===== src/rtl/icache_pkg.sv =====
// Shared widths and FSM state encoding for the L1 instruction-cache tag compare stage.
package icache_pkg;
    localparam int OFFSET_SIZE = 5;
    localparam int INDEX_SIZE  = 8;
    localparam int TAG_SIZE    = 64 - (OFFSET_SIZE + INDEX_SIZE);
    localparam int VALID_BIT   = 0;

    localparam logic [2:0] S_IDLE   = 3'd0;
    localparam logic [2:0] S_REQ    = 3'd1;
    localparam logic [2:0] S_WAIT   = 3'd2;
    localparam logic [2:0] S_UPDATE = 3'd3;
    localparam logic [2:0] S_REPLAY = 3'd4;
endpackage


===== src/rtl/tag_comparator.sv =====
// Combinational tag match: a hit needs a valid line whose stored tag equals the fetch tag.
module tag_comparator
    import icache_pkg::*;
#(
    parameter int tagSize = TAG_SIZE
) (
    input  logic               valid_i,
    input  logic [tagSize-1:0] storedTag_i,
    input  logic [tagSize-1:0] fetchTag_i,
    output logic               hit_o
);
    assign hit_o = valid_i & (storedTag_i == fetchTag_i);
endmodule


===== src/rtl/cache_tag_compare.sv =====
// Registers the tag lookup result and, on a miss, runs the refill handshake and tag write-back.
module cache_tag_compare
    import icache_pkg::*;
#(
    parameter int offsetSize = OFFSET_SIZE,
    parameter int indexSize  = INDEX_SIZE,
    parameter int tagSize    = 64 - (offsetSize + indexSize)
) (
    input  logic                  clock_i,
    input  logic                  reset_i,
    input  logic                  flushPipeline_i,
    input  logic                  enable_i,
    input  logic [tagSize-1:0]    tag_i,
    input  logic [tagSize:0]      queriedTag_i,
    input  logic [indexSize-1:0]  index_i,
    input  logic [offsetSize-1:0] offset_i,
    input  logic                  memGrant_i,
    input  logic                  memDone_i,
    output logic                  hit_o,
    output logic                  miss_o,
    output logic                  enable_o,
    output logic [tagSize-1:0]    tag_o,
    output logic [indexSize-1:0]  index_o,
    output logic [offsetSize-1:0] offset_o,
    output logic                  memReq_o,
    output logic [63:0]           memAddr_o,
    output logic [tagSize-1:0]    newTag_o,
    output logic [indexSize-1:0]  newIndex_o,
    output logic                  updateEnable_o,
    output logic                  tagQueryStall_o
);
    logic [2:0]            state_q, state_d;
    logic                  enable_q, enable_d, hit_q, hit_d, miss_q, miss_d;
    logic                  flushed_q, flushed_d;
    logic [tagSize-1:0]    tag_q, tag_d, missTag_q, missTag_d;
    logic [indexSize-1:0]  index_q, index_d, missIndex_q, missIndex_d;
    logic [offsetSize-1:0] offset_q, offset_d, missOffset_q, missOffset_d;
    logic                  cmpHit;

    tag_comparator #(.tagSize(tagSize)) u_cmp (
        .valid_i     (queriedTag_i[VALID_BIT]),
        .storedTag_i (queriedTag_i[tagSize:1]),
        .fetchTag_i  (tag_i),
        .hit_o       (cmpHit)
    );

    always_comb begin
        state_d      = state_q;
        enable_d     = 1'b0;
        hit_d        = 1'b0;
        miss_d       = 1'b0;
        flushed_d    = flushed_q;
        tag_d        = tag_q;
        index_d      = index_q;
        offset_d     = offset_q;
        missTag_d    = missTag_q;
        missIndex_d  = missIndex_q;
        missOffset_d = missOffset_q;
        case (state_q)
            S_IDLE: begin
                flushed_d = 1'b0;
                // miss_q marks the miss-report cycle: upstream is already stalled, so start the refill
                if (flushPipeline_i) begin
                    tag_d    = '0;
                    index_d  = '0;
                    offset_d = '0;
                end else if (miss_q) begin
                    state_d = S_REQ;
                end else if (enable_i) begin
                    enable_d = 1'b1;
                    hit_d    = cmpHit;
                    miss_d   = ~cmpHit;
                    tag_d    = tag_i;
                    index_d  = index_i;
                    offset_d = offset_i;
                    if (!cmpHit) begin
                        missTag_d    = tag_i;
                        missIndex_d  = index_i;
                        missOffset_d = offset_i;
                    end
                end
            end
            S_REQ: begin
                if (flushPipeline_i) flushed_d = 1'b1;
                if (memGrant_i) state_d = S_WAIT;
            end
            S_WAIT: begin
                if (flushPipeline_i) flushed_d = 1'b1;
                if (memDone_i) state_d = S_UPDATE;
            end
            S_UPDATE: begin
                // a flush seen at any point of the refill drops the replay but never the tag write
                if (flushPipeline_i || flushed_q) begin
                    state_d = S_IDLE;
                end else begin
                    state_d  = S_REPLAY;
                    enable_d = 1'b1;
                    hit_d    = 1'b1;
                    tag_d    = missTag_q;
                    index_d  = missIndex_q;
                    offset_d = missOffset_q;
                end
            end
            S_REPLAY: state_d = S_IDLE;
            default:  state_d = S_IDLE;
        endcase
    end

    always_ff @(posedge clock_i) begin
        if (!reset_i) begin
            state_q   <= S_IDLE;
            enable_q  <= 1'b0;
            hit_q     <= 1'b0;
            miss_q    <= 1'b0;
            flushed_q <= 1'b0;
            tag_q     <= '0;
            index_q   <= '0;
            offset_q  <= '0;
        end else begin
            state_q   <= state_d;
            enable_q  <= enable_d;
            hit_q     <= hit_d;
            miss_q    <= miss_d;
            flushed_q <= flushed_d;
            tag_q     <= tag_d;
            index_q   <= index_d;
            offset_q  <= offset_d;
        end
    end

    always_ff @(posedge clock_i) begin
        missTag_q    <= missTag_d;
        missIndex_q  <= missIndex_d;
        missOffset_q <= missOffset_d;
    end

    assign enable_o        = enable_q;
    assign hit_o           = hit_q;
    assign miss_o          = miss_q;
    assign tag_o           = tag_q;
    assign index_o         = index_q;
    assign offset_o        = offset_q;
    assign memReq_o        = (state_q == S_REQ);
    assign memAddr_o       = memReq_o ? {missTag_q, missIndex_q, {offsetSize{1'b0}}} : 64'd0;
    assign updateEnable_o  = (state_q == S_UPDATE);
    assign newTag_o        = updateEnable_o ? missTag_q : '0;
    assign newIndex_o      = updateEnable_o ? missIndex_q : '0;
    assign tagQueryStall_o = (state_q != S_IDLE) | miss_q;
endmodule


===== config.mk =====
export PLATFORM = sky130hd
export DESIGN_NAME = cache_tag_compare
export DESIGN_NICKNAME = d
export VERILOG_FILES = /design/src/rtl/icache_pkg.sv /design/src/rtl/tag_comparator.sv /design/src/rtl/cache_tag_compare.sv
export SDC_FILE = /design/constraint.sdc
export NUM_CORES = 1
export LEC_CHECK = 0
export CAP_MARGIN = 20
export CORE_MARGIN = 1
export CORE_UTILIZATION = 44
export DETAILED_ROUTE_END_ITERATION = 10
export PLACE_DENSITY_LB_ADDON = 0.2
export SYNTH_ARGS = -nofsm -noshare
export SYNTH_HDL_FRONTEND = slang
export SYNTH_SLANG_ARGS = --single-unit

===== constraint.sdc =====
create_clock -name clock_i -period 10.35 [get_ports clock_i]
set_input_delay 2.07 -clock clock_i [delete_from_list [all_inputs] [get_ports clock_i]]
set_output_delay 2.07 -clock clock_i [all_outputs]
set_load 0.02 [all_outputs]

==> results.json, run 1 <==
{
  "cts_buffers": 17,
  "peakVddDrop_uv": 95.0,
  "setup_violations": 0,
  "syn_area_per_cell_um2": 10.7,
  "die_area_um2": 15200,
  "drc_errors": 0,
  "worstSetupStartpoint": "state_q[0]",
  "hold_viol": 0,
  "p_leak_nw": 3.70,
  "r2r_cells": 4,
  "power.total_mw": 1.49,
  "path_clk_slew_ps": 60,
  "max_slew_margin_pct": 26.6,
  "totalWireLength_um": 22600,
  "yosysTopAreaCell": "edfxtp_1",
  "cts_tree": "yes",
  "cts_hold_buf": 0,
  "ctsRootBufferMaster": "clkbuf_16",
  "cts.sinks": 135,
  "clock-skew-final_ps": 6.61,
  "period_needed_ps": 5210,
  "synth_top_cells_by_count": "and2_1, dfxtp_1, nor2_1, a21oi_1, edfxtp_1",
  "grtUsageTotal_pct": 29.7,
  "initial_core_util_pct": 45.9,
  "synth-edff-count": 64,
  "cp_max_fo": 29,
  "core.rowCount": 43,
  "cp.arrival_ps": 3140,
  "layout.nets": 1019,
  "ys_ff_latch": 135,
  "die_w_um": 123,
  "place.port_buffers": 309,
  "ctsResizeCount": 0,
  "place.detailed.hpwl_um": 16500,
  "worstPathRequired_ps": 8280,
  "status": "complete, no violations",
  "synth_cell_types": 34,
  "grt_pass1_vias": 5878,
  "place_congestion": 0.831,
  "async_reset_ff_share_pct": 0,
  "diodes": 0,
  "ant_nets": 0,
  "drt_iter0_drc": 285,
  "crit_type": "flip-flop to primary output",
  "syn2layout_area_growth_pct": 58.2,
  "max_slew.worst_pin.slew_ps": 1100,
  "hold_path.class": "flip-flop to flip-flop",
  "reg2reg_to": "missTag_q[8]",
  "first_pass_iters": 4,
  "grt_first_pass_wirelength_um": 32800,
  "synth_area_um2": 6460,
  "synth_area_leaders": "edfxtp_1, dfxtp_1, and2_1",
  "multiInputGateArea_um2": 2890,
  "setup_tns_ps": 0,
  "clk_latency_ps": 420,
  "ioPinCount": 315,
  "synth.top_cell.area_share_pct": 29.7,
  "r2r_slack_ps": 7390,
  "crit_path_end": "memAddr_o[37]",
  "timing.max_cap.violations": 0,
  "syn_inst": 602,
  "power_density_nw_per_um2": 145,
  "timing.rr.start": "state_q[1]",
  "finalCritPeriodShare_pct": 50.3,
  "cts_htree_levels": 4,
  "drv_slew": 0,
  "end_kind": "primary output",
  "crit_path_start_kind": "flip-flop",
  "avgRoutedWirePerCell_um": 20.8,
  "ys.flop_type": "dfxtp_1",
  "yosysWarnings": 0,
  "fp.dieH_um": 123,
  "fmax_ghz": 0.192,
  "core_um2": 14100,
  "vias": 5840,
  "antenna_found_initial": 0,
  "seq_area_frac_synth_pct": 51.7,
  "hold_ws_ps": 506,
  "yosysMostFrequentCell": "and2_1",
  "grt_max_degree": 71,
  "vias_per_cell": 5.36,
  "rsz0062_at_grt": "false",
  "layout-drive-gt1-share_pct": 11.2,
  "cts.path.max_buffers": 2,
  "fill_cells": 982,
  "cts_setup_buffers": 0,
  "gr-total-overflow": 0,
  "regArea_um2": 3340
}
-- layout make-up --
| class | instances | share of cell area (%) |
|---|---|---|
| multi-input cells | 422 | 28.3 |
| clock inverters | 13 | 1.52 |
| flip-flops and latches | 135 | 32.7 |
| clock buffers | 19 | 4.33 |
| repair buffers | 317 | 30.8 |
| well taps | 180 | 2.20 |
| inverters | 4 | 0.159 |
-- power breakdown --
group          leakage, nW  total (mW)  internal [mW]  switching [mW]
registers             1.18       0.612          0.595          0.0170
logic                 2.23       0.260          0.122           0.138
clock network        0.288       0.613          0.383           0.230
-- through the flow --
stage	instance area (um2)	utilization (%)	setup WS [ps]	instances
3_3_place_gp	9630	68.3	5180	1058
2_1_floorplan	6480	-	4410	606
5_1_grt	10200	72.6	5040	1090
6_report	10200	72.6	5140	1090
3_5_place_dp	9630	68.3	5210	1058
4_1_cts	10200	72.6	5160	1090
-- per-layer routing --
layer	wire [um]	track usage, %	vias up
met1	8650	32.5	2817
met5	0	0	-
met2	11600	53.4	281
met3	1870	9.64	46
li1	-	-	2696
met4	528	10.2	0
-- flip-flops by register name (all words and copies together), names as in the netlist --
name and count:
missTag_q 51, tag_o 51, index_o 8, missIndex_q 8
missOffset_q 5, offset_o 5, state_q 3, enable_o 1
flushed_q 1, hit_o 1, miss_o 1
-- critical path, cell delays in order, from the launching register on --
cell             delay, ps
dfxtp_1                440
nor3b_2                920
buf_4                  460
and2_1                 250
clkdlybuf4s50_1        630
-- cell usage in the layout, fill, tap and decap left out, drive strengths merged, types with 2 or more instances in the layout --
cell type / netlist / layout
clkdlybuf4s50: 0 / 309
and2: 119 / 119
nor2: 72 / 72
dfxtp: 71 / 71
a21oi: 67 / 67
edfxtp: 64 / 64
a211oi: 64 / 64
xor2: 46 / 46
clkbuf: 25 / 19
nor4: 13 / 13
buf: 20 / 8
nor3b: 8 / 8
clkinv: 0 / 8
conb: 1 / 5
nand2: 4 / 4
xnor2: 4 / 4
inv: 4 / 3
clkinvlp: 0 / 3
bufinv: 0 / 3
nor2b: 3 / 3
or3: 2 / 2
nand3: 2 / 2
nand4: 2 / 2
nand2b: 2 / 2
-- logic make-up after synthesis --
logic type / count (synthesis) / share of synthesized area, %
buffers and inverters: 49 / 4.32
AO/OA/AOI/OAI: 137 / 17.6
other: 1 / 0.0580
flip-flops: 135 / 51.7
AND/OR/NAND/NOR: 230 / 19.5
XOR/XNOR: 50 / 6.77
-- worst min path at each step --
stage	cells past startpoint	to	startpoint	slack, ps
after floorplan	2	flushed_q	flushed_q	470
after global placement	2	flushed_q	flushed_q	490
after detailed placement	2	index_o[3]	index_o[3]	500
after CTS	2	index_o[3]	index_o[3]	510
after global routing	2	index_o[3]	index_o[3]	530
final	2	index_o[3]	index_o[3]	510
No activity file was read; power rests on OpenSTA's default activity.
==> inputs of run 2 (changes only) <==
CORE_UTILIZATION = 37   (was 44)
clock period = 4.5 ns   (was 10.35 ns; I/O delays follow)
==> results.json, run 2 (synthesis gave the netlist of run 1 again) <==
{
  "hold_viol": 0,
  "p_leak_nw": 3.74,
  "cts.sinks": 135,
  "end_kind": "flip-flop",
  "switching_share_pct": 25.6,
  "p_switching_mw": 0.894,
  "antenna_found_initial": 0,
  "clk_latency_ps": 420,
  "seqPwrFrac_pct": 40.4,
  "cp.arrival_ps": 3760,
  "cts.path.max_buffers": 2,
  "initial_core_util_pct": 38.4,
  "grtUsageTotal_pct": 25.5,
  "cts_tree": "yes",
  "regArea_um2": 3340,
  "ioPinCount": 315,
  "grt_first_pass_wirelength_um": 34000,
  "worstPathRequired_ps": 4580,
  "finalInstanceArea_um2": 10300,
  "p_clk_share_pct": 42.3,
  "min_path_cells": 2,
  "avgRoutedWirePerCell_um": 20.3,
  "place.detailed.hpwl_um": 17000,
  "max_slew_margin_pct": 52.5,
  "gr-total-overflow": 0,
  "cts_setup_buffers": 0,
  "place_inst": 1102,
  "drt_iter0_drc": 265,
  "hold_end": "tag_o[48]",
  "core_um2": 16800,
  "layout-drive-gt1-share_pct": 11.5,
  "clock-skew-final_ps": 9.48,
  "r2r_slack_ps": 1650,
  "crit_path_start_kind": "primary input",
  "setup_tns_ps": 0,
  "cts_buffers": 17,
  "die_area_um2": 18000,
  "ctsResizeCount": 0,
  "core.rowCount": 47,
  "fill_cells": 1389,
  "hold_path.class": "flip-flop to flip-flop",
  "reg2reg_to": "missTag_q[49]",
  "syn2layout_area_growth_pct": 60.1,
  "peakVddDrop_uv": 254,
  "final_common_cell": "clkdlybuf4s50_1",
  "vias": 5776,
  "timing.max_cap.violations": 0,
  "crit_type": "primary input to flip-flop",
  "place_area_um2": 9720,
  "r2r_cells": 4,
  "cts_hold_buf": 0,
  "drv_slew": 0,
  "status": "complete, no violations",
  "power_density_nw_per_um2": 337,
  "drc_errors": 0,
  "ctsRootBufferMaster": "clkbuf_16",
  "grt_pass1_vias": 5852,
  "fp.dieH_um": 134,
  "p_int_mw": 2.59,
  "grt_max_degree": 77,
  "period_needed_ps": 3680,
  "die_w_um": 134,
  "rsz0062_at_grt": "false",
  "place_congestion": 0.884,
  "layout.nets": 1023,
  "vias_per_cell": 5.09,
  "stdcell_count": 1134,
  "setup_violations": 0,
  "timing.rr.start": "state_q[1]",
  "path_clk_slew_ps": 60,
  "totalWireLength_um": 23100,
  "place.port_buffers": 309,
  "p_comb_share_pct": 17.2,
  "hold_ws_ps": 496,
  "hp-start": "tag_o[48]",
  "final_cell_mix": "clkdlybuf4s50_1, and2_1, dfxtp_1",
  "multiInputGateArea_um2": 2890,
  "diodes": 0,
  "cp_max_fo": 50,
  "ant_nets": 0,
  "cts_htree_levels": 4,
  "first_pass_iters": 6,
  "finalCritPeriodShare_pct": 81.8,
  "fmax_ghz": 0.272,
  "max_slew.worst_pin.slew_ps": 712
}
run 2: cell count changes in the layout (fill, tap and decap cells not counted):
cell / delta
buf_12: +1
clkinvlp_4: -1
clkinv_1: +1
clkinv_2: -2
bufinv_16: +1
clkinv_4: +1
buf_4: +3
run 2: worst max-delay path, cell delays in order:
cell	delay (ps)
clkdlybuf4s50_1	540
xor2_1	210
nor4_1	580
nand3_1	190
nor4_1	640
nor2b_4	240
buf_4	420
run 2: layout make-up:
type / count / share of cell area, %
multi-input combinational: 422 / 28.0
sequential: 135 / 32.3
tap: 220 / 2.66
clock inverter: 13 / 1.74
clock buffer: 19 / 4.28
timing repair buffer: 321 / 30.9
inverter: 4 / 0.157
run 2: worst max path at each step:
stage | start | end | slack [ps]
after floorplan | flushPipeline_i | missIndex_q[0] | 950
after global placement | tag_i[13] | missTag_q[49] | 470
after detailed placement | tag_i[13] | missTag_q[46] | 350
after CTS | tag_i[13] | missTag_q[46] | 780
after global routing | tag_i[13] | missTag_q[49] | 540
final | tag_i[13] | missTag_q[49] | 820
run 2: through the flow:
stage / util, % / setup WS (ps) / total power [mW]
after floorplan: - / 951 / 1.73
after global placement: 57.8 / 468 / 2.03
after detailed placement: 57.8 / 354 / 2.04
after CTS: 61.5 / 779 / 3.51
after global routing: 61.5 / 537 / 3.61
final: 61.5 / 818 / 3.49
run 2: metal layers:
metal  part of all wire, %  vias up  track usage (%)
li1                      -     2700                -
met1                    41     2787             30.1
met2                    49      263             43.2
met3                   8.0       26             7.90
met4                   2.1        0             9.80
met5                     0        -                0
run 2: power groups by stage:
stage | clock network (mW) | registers (mW) | logic [mW]
4_1_cts | 1.49 | 1.41 | 0.606
2_1_floorplan | 0 | 1.49 | 0.240
5_1_grt | 1.55 | 1.42 | 0.636
3_3_place_gp | 0 | 1.43 | 0.597
3_5_place_dp | 0 | 1.43 | 0.603
6_report | 1.48 | 1.41 | 0.601
==> inputs of run 3 (changes only) <==
CORE_UTILIZATION = 41   (was 37)
clock period = 3.6 ns   (was 4.5 ns; I/O delays follow)
==> results.json, run 3 (synthesis gave the netlist of run 1 again) <==
{
  "end_kind": "primary output",
  "switching_share_pct": 24.6,
  "path_clk_slew_ps": 60,
  "die_area_um2": 16300,
  "final_common_cell": "clkdlybuf4s50_1",
  "setup_tns_ps": 0,
  "initial_core_util_pct": 42.2,
  "first_pass_iters": 5,
  "period_needed_ps": 3250,
  "cts_tree": "yes",
  "cts_htree_levels": 4,
  "cts_buffers": 17,
  "p_int_mw": 3.40,
  "final_cell_mix": "clkdlybuf4s50_1, and2_1, dfxtp_1",
  "grtUsageTotal_pct": 27.7,
  "p_clk_share_pct": 44.2,
  "syn2layout_area_growth_pct": 61.6,
  "place_congestion": 0.808,
  "stdcell_count": 1124,
  "crit_path_start_kind": "flip-flop",
  "layout.nets": 1022,
  "fmax_ghz": 0.308,
  "p_comb_share_pct": 16.8,
  "place.detailed.hpwl_um": 15900,
  "place.port_buffers": 309,
  "finalCritPeriodShare_pct": 90.3,
  "ant_nets": 0,
  "max_slew_margin_pct": 46.1,
  "seqPwrFrac_pct": 39.0,
  "clk_latency_ps": 420,
  "vias_per_cell": 5.17,
  "core.rowCount": 45,
  "layout-drive-gt1-share_pct": 11.6,
  "power_density_nw_per_um2": 432,
  "worstPathRequired_ps": 2880,
  "drv_slew": 0,
  "antenna_found_initial": 0,
  "cts.path.max_buffers": 2,
  "ctsResizeCount": 0,
  "peakVddDrop_uv": 341,
  "clock-skew-final_ps": 8.24,
  "vias": 5811,
  "fill_cells": 1155,
  "grt_max_degree": 75,
  "fp.dieH_um": 128,
  "core_um2": 15300,
  "grt_pass1_vias": 5896,
  "p_leak_nw": 3.78,
  "ctsRootBufferMaster": "clkbuf_16",
  "gr-total-overflow": 0,
  "cp_max_fo": 60,
  "cp.arrival_ps": 2530,
  "timing.max_cap.violations": 0,
  "place_inst": 1092,
  "p_switching_mw": 1.11,
  "cts_setup_buffers": 0,
  "max_slew.worst_pin.slew_ps": 807,
  "status": "complete, no violations",
  "cts.sinks": 135,
  "diodes": 0,
  "die_w_um": 128,
  "regArea_um2": 3340,
  "cts_hold_buf": 0,
  "setup_violations": 0,
  "rsz0062_at_grt": "false",
  "drc_errors": 0,
  "crit_type": "flip-flop to primary output",
  "avgRoutedWirePerCell_um": 19.9,
  "drt_iter0_drc": 351,
  "multiInputGateArea_um2": 2890,
  "hold_path.class": "flip-flop to flip-flop",
  "totalWireLength_um": 22300,
  "grt_first_pass_wirelength_um": 33700,
  "ioPinCount": 315,
  "hold_viol": 0
}
[run 3: changes by cell type in the layout (fill, tap and decap cells not counted)]
cell        delta
clkbuf_1       -1
clkinv_4       -3
clkbuf_8       +1
buf_12         +5
bufinv_16      +2
buf_4          -6
clkinvlp_4     +2
clkinv_1       -1
[run 3: critical path, cell delays in order, from the launching register on]
cell and delay (ps):
dfxtp_1 440, nor3b_2 200, buf_4 540, and2_1 270, clkdlybuf4s50_1 640
[run 3: final timing paths]
check,from,end,slack (ps),cells after the start
setup / recovery,state_q[0],memAddr_o[63],350,4
hold / removal,index_o[4],index_o[4],510,2
setup reg to reg,state_q[1],missTag_q[39],1020,4
hold reg to reg,index_o[4],index_o[4],510,2
[run 3: power by group through the flow]
stage / Clock (mW) / Combinational, mW / Sequential [mW]
floorplan: 0 / 0.300 / 1.86
global placement: 0 / 0.751 / 1.79
detailed placement: 0 / 0.761 / 1.79
CTS: 2.01 / 0.765 / 1.76
global route: 2.08 / 0.806 / 1.77
finish: 2.00 / 0.759 / 1.76
[run 3: through the flow]
stage	hold WS (ps)	setup WS (ps)	power (mW)	util [%]	cell area [um2]
6_report	510	349	4.52	68.2	10400
5_1_grt	523	263	4.66	68.2	10400
4_1_cts	510	341	4.54	68.2	10400
3_5_place_dp	503	126	2.55	63.8	9770
3_3_place_gp	483	101	2.54	63.8	9770
2_1_floorplan	467	231	2.16	-	6480
[run 3: cell type report]
type	instances	share of cell area [%]
clock buffers	19	4.34
clock inverters	13	2.16
inverters	4	0.156
multi-input cells	422	27.7
flip-flops and latches	135	32.0
well taps	211	2.53
repair buffers	320	31.1
[run 3: layer usage]
metal,share of wire (%),global-route usage [%],up-vias,wire length [um]
met3,8.5,8.29,36,1890
met4,2.4,10.5,0,537
met1,40,33.3,2794,9020
met2,49,46.9,288,10900
met5,0,0,-,0
li1,-,-,2693,-
